===== config.mk =====
export PLATFORM = sky130hd
export DESIGN_NAME = jtopl_mixn
export DESIGN_NICKNAME = d
export VERILOG_FILES = /design/src/rtl/jtopl_mixn.sv
export SDC_FILE = /design/constraint.sdc
export NUM_CORES = 1
export LEC_CHECK = 0
export ABC_AREA = 1
export CAP_MARGIN = 10
export CORE_AREA = 4 4 171 173
export CTS_CLUSTER_SIZE = 14
export DETAILED_ROUTE_END_ITERATION = 8
export DIE_AREA = 0 0 175 177
export GPL_TIMING_DRIVEN = 0
export PLACE_DENSITY = 0.53
export SETUP_SLACK_MARGIN = 0.02
export SLEW_MARGIN = 20
export SYNTH_ARGS = -nofsm -noshare
export SYNTH_HDL_FRONTEND = slang
export SYNTH_SLANG_ARGS = --single-unit

===== constraint.sdc =====
create_clock -name clk -period 12.9 [get_ports clk]
set_input_delay 3.225 -clock clk [delete_from_list [all_inputs] [get_ports clk]]
set_output_delay 3.225 -clock clk [all_outputs]
set_load 0.05 [all_outputs]

===== src/rtl/jtopl_mixn.sv =====
// N-channel gain mixer for OPL-family cores: snapshot, serial multiply-accumulate, saturate.
// Optional peak/clip metering is compiled in when JTOPL_MIX_PEAK_EN is defined.
module jtopl_mixn #(
    parameter int CH   = 2,
    parameter int WIN  = 13,
    parameter int WOUT = 16,
    parameter int GW   = 8,
    localparam int AW  = (CH > 1) ? $clog2(CH) : 1
) (
    input  logic                   clk,
    input  logic                   rst_n,
    input  logic                   cen,
    input  logic                   gain_we,
    input  logic [AW-1:0]          gain_addr,
    input  logic [GW-1:0]          gain_din,
    input  logic [CH*WIN-1:0]      snd_in,
    input  logic                   sample_in,
    output logic signed [WOUT-1:0] snd_out,
    output logic                   sample_out,
    output logic                   busy
`ifdef JTOPL_MIX_PEAK_EN
    ,
    input  logic                   clip_clr,
    output logic                   clip,
    output logic [WOUT-2:0]        peak
`endif
);

    localparam int CW  = (CH > 1) ? $clog2(CH) : 0;
    localparam int ACW = WIN + GW + CW + 1;
    localparam int PW  = WIN + GW + 1;
    localparam longint MAXL = (longint'(1) <<< (WOUT - 1)) - 1;
    localparam longint MINL = -(longint'(1) <<< (WOUT - 1));

    typedef enum logic [1:0] {IDLE, ACC, SAT} state_t;

    state_t                 state_q, state_d;
    logic [AW-1:0]          idx_q, idx_d;
    logic signed [ACW-1:0]  acc_q, acc_d;
    logic signed [WIN-1:0]  snap_q [CH];
    logic signed [WIN-1:0]  snap_d [CH];
    logic [GW-1:0]          gain_q [CH];
    logic [GW-1:0]          gain_d [CH];
    logic signed [WOUT-1:0] snd_out_q, snd_out_d;
    logic                   sample_out_q, sample_out_d;

    logic signed [PW-1:0]   prod;
    logic signed [ACW-1:0]  shr;
    logic                   sat_hi, sat_lo;
    logic signed [WOUT-1:0] sat_val;

    // Gain is zero-extended so the product stays a signed-by-unsigned multiply.
    always_comb begin
        prod    = snap_q[idx_q] * $signed({1'b0, gain_q[idx_q]});
        shr     = acc_q >>> (GW - 1);
        sat_hi  = longint'(shr) > MAXL;
        sat_lo  = longint'(shr) < MINL;
        if (sat_hi)      sat_val = WOUT'(MAXL);
        else if (sat_lo) sat_val = WOUT'(MINL);
        else             sat_val = WOUT'(shr);
    end

`ifdef JTOPL_MIX_PEAK_EN
    logic                   clip_q, clip_d;
    logic [WOUT-2:0]        peak_q, peak_d;
    logic [WOUT-2:0]        mag;
    logic signed [WOUT-1:0] neg_val;

    // The most negative code has no positive twin, so it reports full scale.
    always_comb begin
        neg_val = -sat_val;
        if (!sat_val[WOUT-1])            mag = sat_val[WOUT-2:0];
        else if (longint'(sat_val) == MINL) mag = '1;
        else                             mag = neg_val[WOUT-2:0];
    end
`endif

    always_comb begin
        state_d      = state_q;
        idx_d        = idx_q;
        acc_d        = acc_q;
        snap_d       = snap_q;
        gain_d       = gain_q;
        snd_out_d    = snd_out_q;
        sample_out_d = 1'b0;
`ifdef JTOPL_MIX_PEAK_EN
        clip_d       = clip_q;
        peak_d       = peak_q;
`endif
        if (cen) begin
            if (gain_we && (int'(gain_addr) < CH))
                gain_d[gain_addr] = gain_din;
`ifdef JTOPL_MIX_PEAK_EN
            if (clip_clr) begin
                clip_d = 1'b0;
                peak_d = '0;
            end
`endif
            case (state_q)
                IDLE: begin
                    if (sample_in) begin
                        for (int unsigned i = 0; i < CH; i++)
                            snap_d[i] = snd_in[i*WIN +: WIN];
                        acc_d   = '0;
                        idx_d   = '0;
                        state_d = ACC;
                    end
                end
                ACC: begin
                    acc_d = acc_q + ACW'(prod);
                    if (idx_q == AW'(CH - 1)) state_d = SAT;
                    else                      idx_d   = idx_q + AW'(1);
                end
                SAT: begin
                    snd_out_d    = sat_val;
                    sample_out_d = 1'b1;
                    state_d      = IDLE;
`ifdef JTOPL_MIX_PEAK_EN
                    if (sat_hi || sat_lo) clip_d = 1'b1;
                    if (mag > peak_d)     peak_d = mag;
`endif
                end
                default: state_d = IDLE;
            endcase
        end
    end

    always_ff @(posedge clk or negedge rst_n) begin
        if (!rst_n) begin
            state_q      <= IDLE;
            idx_q        <= '0;
            acc_q        <= '0;
            snd_out_q    <= '0;
            sample_out_q <= 1'b0;
            for (int unsigned i = 0; i < CH; i++) begin
                snap_q[i] <= '0;
                gain_q[i] <= GW'(1 << (GW - 1));
            end
`ifdef JTOPL_MIX_PEAK_EN
            clip_q       <= 1'b0;
            peak_q       <= '0;
`endif
        end else begin
            state_q      <= state_d;
            idx_q        <= idx_d;
            acc_q        <= acc_d;
            snd_out_q    <= snd_out_d;
            sample_out_q <= sample_out_d;
            for (int unsigned i = 0; i < CH; i++) begin
                snap_q[i] <= snap_d[i];
                gain_q[i] <= gain_d[i];
            end
`ifdef JTOPL_MIX_PEAK_EN
            clip_q       <= clip_d;
            peak_q       <= peak_d;
`endif
        end
    end

    assign snd_out    = snd_out_q;
    assign sample_out = sample_out_q;
    assign busy       = (state_q != IDLE);
`ifdef JTOPL_MIX_PEAK_EN
    assign clip       = clip_q;
    assign peak       = peak_q;
`endif

endmodule


==> metrics.yaml <==
synthMuxAreaShare_pct: 0.469
die_area_mm2: 0.0310
r2r-end: "acc_q[16]$_DFFE_PN0P_"
syn_nets: 1299
regArea_mm2: 0.00213
ys_seq_elements: 85
netlist_instances: 1103
path_max_fanout: 10
path_clk_slew_ns: 0.07
crit_slowest_cell: "mux2i_1"
r2r_setup_slack_ns: 6.97
post_cts_buffers: 0
cp.buffers_inverters: 6
synth_area_leader_cell: "fa_1"
vias_per_cell: 4.36
max_freq_mhz: 169
grt_pass1_vias: 7126
min_from: "snap_q[8]$_DFFE_PN0P_"
cts_sinks: 85
synth_top_area_share_pct: 24.4
clk_latency_ns: 0.35
crit_family: "adder cells"
cp.required_ns: 13.12
yosysMostFrequentCell: "nand2_1"
antenna_found_initial: 0
setup_violations: 0
port_buffers: 57
synth-compound-area-share_pct: 6.87
crit_path_end_kind: "register"
routed_wl_um: 21600
cts_buffer_depth: 2
syn_area_mm2: 0.00854
detail-route-antenna-nets: 0
worst_hold_path.num_cells: 2
multiInputGateArea_mm2: 0.00531
core_mm2: 0.0276
tritoncts: "done"
firstDrtPassIters: 5
grt-ovfl-total: 0
synth_fa_ha_area_share_pct: 32.0
slew_viol_final: 0
path_cells: "buf_6 -> mux2i_1 -> nor2_1 -> fa_1 -> fa_1 -> inv_1 -> fa_1 -> inv_1 -> fa_1 -> inv_1 -> fa_1 -> inv_1 -> ha_1 -> nand2_1 -> inv_1 -> nand2_1 -> o21ai_1 -> nand2_1 -> nand2_1 -> nand2_1 -> nand2_1 -> o21ai_1"
period_minus_slack_ns: 5.93
min_path_type: "reg2reg"
yosys.area_share.simple_pct: 22.7
synth_edf_count: 0
area_delta_synth_final_pct: 16.1
synth_top_family_by_area: "adder cells"
syn_area_per_cell_um2: 7.74
dp_hpwl_um: 17800
finalNetCount: 1368
place.gp.congestion: 0.890
worstReg2RegStart: "idx_q$_DFFE_PN0P_"
skew_ns: 0.00957
post-route-period-util_pct: 46.0
htree_num_levels: 3
cts-root-buf: "clkbuf_16"
hold_buffers: 0
synthFlopType: "dfrtp_1"
yosysWarnings: 0
arrival_ns: 6.16
cts_resized: 0
slowest_delay_ns: 0.83
synth-xor-area-share_pct: 0.205
setup_tns_ns: 0
synth_area_leaders: "fa_1 24%, dfrtp_1 24%, nand2_1 14%"
cts_buffers: 9
crit_type: "reg2reg"
yosysUniqueCellTypes: 37
start_util_pct: 30.9
fillers: 3023
synthTopCellsByCount: "326 x nand2_1, 243 x inv_1, 104 x fa_1"
layout-drive-gt1-share_pct: 6.63
cap_violations: 0
drcViolationCount: 0
dieWidth_um: 175
grt_max_degree: 49
grt_pass1_wl_um: 37200
max-slew-margin-rel_pct: 32.7
die_h_um: 177
boundaryPins: 58
drt-wirelength-per-cell_um: 13.9
cp-start-kind: "register"
async_flop_share_pct: 100
rsz0062_at_grt: "no"
track_usage_pct: 15.1
antenna_cells: 0
hold_end: "snap_q[8]$_DFFE_PN0P_"
hold_viol_final: 0
outcome: "finished clean"
worstMarginPinSlew_ns: 0.981
ys_seq_area_share_pct: 24.9
reg2reg_depth: 22
cp_common_cell: "nand2_1"
vias: 6786
drtIter0Drc: 359
rows: 61
==> layout by cell type, fill, tap and decap left out, drive strengths merged, types with 12 or more instances in the layout <==
cell type      netlist  routed
nand2              327     327
inv                262     262
fa                 104     104
nor2                97      97
dfrtp               83      83
o21ai               74      74
clkdlybuf4s50        0      56
ha                  52      52
nand3               23      23
or2                 21      21
a21oi               19      19
clkbuf               6      18
buf                 10      12
==> layer usage <==
metal  global-route usage [%]  up-vias  wire length (µm)
met1                     21.0     3272             10400
met5                        0        -                 0
met2                     25.3       97             10200
met4                     3.76        0               325
li1                         -     3400                 -
met3                     1.84       17               683
==> worst reg2reg max path, stage by stage, from the launching register on <==
cell and delay [ns]:
dfrtp_1 0.50, buf_6 0.24, mux2i_1 0.83, nor2_1 0.15
fa_1 0.49, fa_1 0.54, inv_1 0.05, fa_1 0.48
inv_1 0.05, fa_1 0.55, inv_1 0.06, fa_1 0.50
inv_1 0.04, ha_1 0.34, nand2_1 0.10, inv_1 0.10
nand2_1 0.08, o21ai_1 0.30, nand2_1 0.10, nand2_1 0.11
nand2_1 0.06, nand2_1 0.06, o21ai_1 0.07
==> through the flow <==
stage	hold WS, ns	area [µm²]	setup slack [ns]	util (%)	std cells
CTS	0.472	9910	6.95	35.9	1555
floorplan	0.434	8540	7.65	-	1103
finish	0.471	9910	6.97	35.9	1555
global route	0.496	9910	6.55	35.9	1555
detailed placement	0.456	9610	6.98	34.8	1539
global placement	0.455	9580	5.16	34.7	1538
==> worst max path at each step <==
stage | from | end | slack [ns] | cells past startpoint
5_1_grt | idx_q$_DFFE_PN0P_ | acc_q[19]$_DFFE_PN0P_ | 6.55 | 24
6_report | idx_q$_DFFE_PN0P_ | acc_q[16]$_DFFE_PN0P_ | 6.97 | 22
4_1_cts | idx_q$_DFFE_PN0P_ | acc_q[16]$_DFFE_PN0P_ | 6.95 | 22
2_1_floorplan | idx_q$_DFFE_PN0P_ | acc_q[20]$_DFFE_PN0P_ | 7.65 | 24
3_3_place_gp | rst_n | snd_out[4]$_DFFE_PN0P_ | 5.16 | 1
3_5_place_dp | idx_q$_DFFE_PN0P_ | acc_q[16]$_DFFE_PN0P_ | 6.98 | 22
==> state kept, by name, summed over array words and instances (netlist names) <==
register,cells
gain_q,16
snd_out,16
sample_out,1
idx_q,1
snap_q,26
state_q,2
acc_q,23
==> cell families after synthesis <==
logic type | after synthesis
simple gates | 479
fa+ha+maj | 156
flops | 85
xor+xnor | 2
compound gates | 98
buf+inv | 279
mux | 4
==> area by class of cell <==
cell class,count,share of cell area [%]
multi-input cells,739,53.6
clock buffers,12,2.59
plain buffers,16,1.03
flip-flops and latches,85,21.5
inverters,263,10.0
well taps,378,4.77
clock inverters,4,0.480
repair buffers,58,6.04
Power is not shown: default switching activity piles up to over one toggle a cycle in this logic, so the estimate is an artifact.
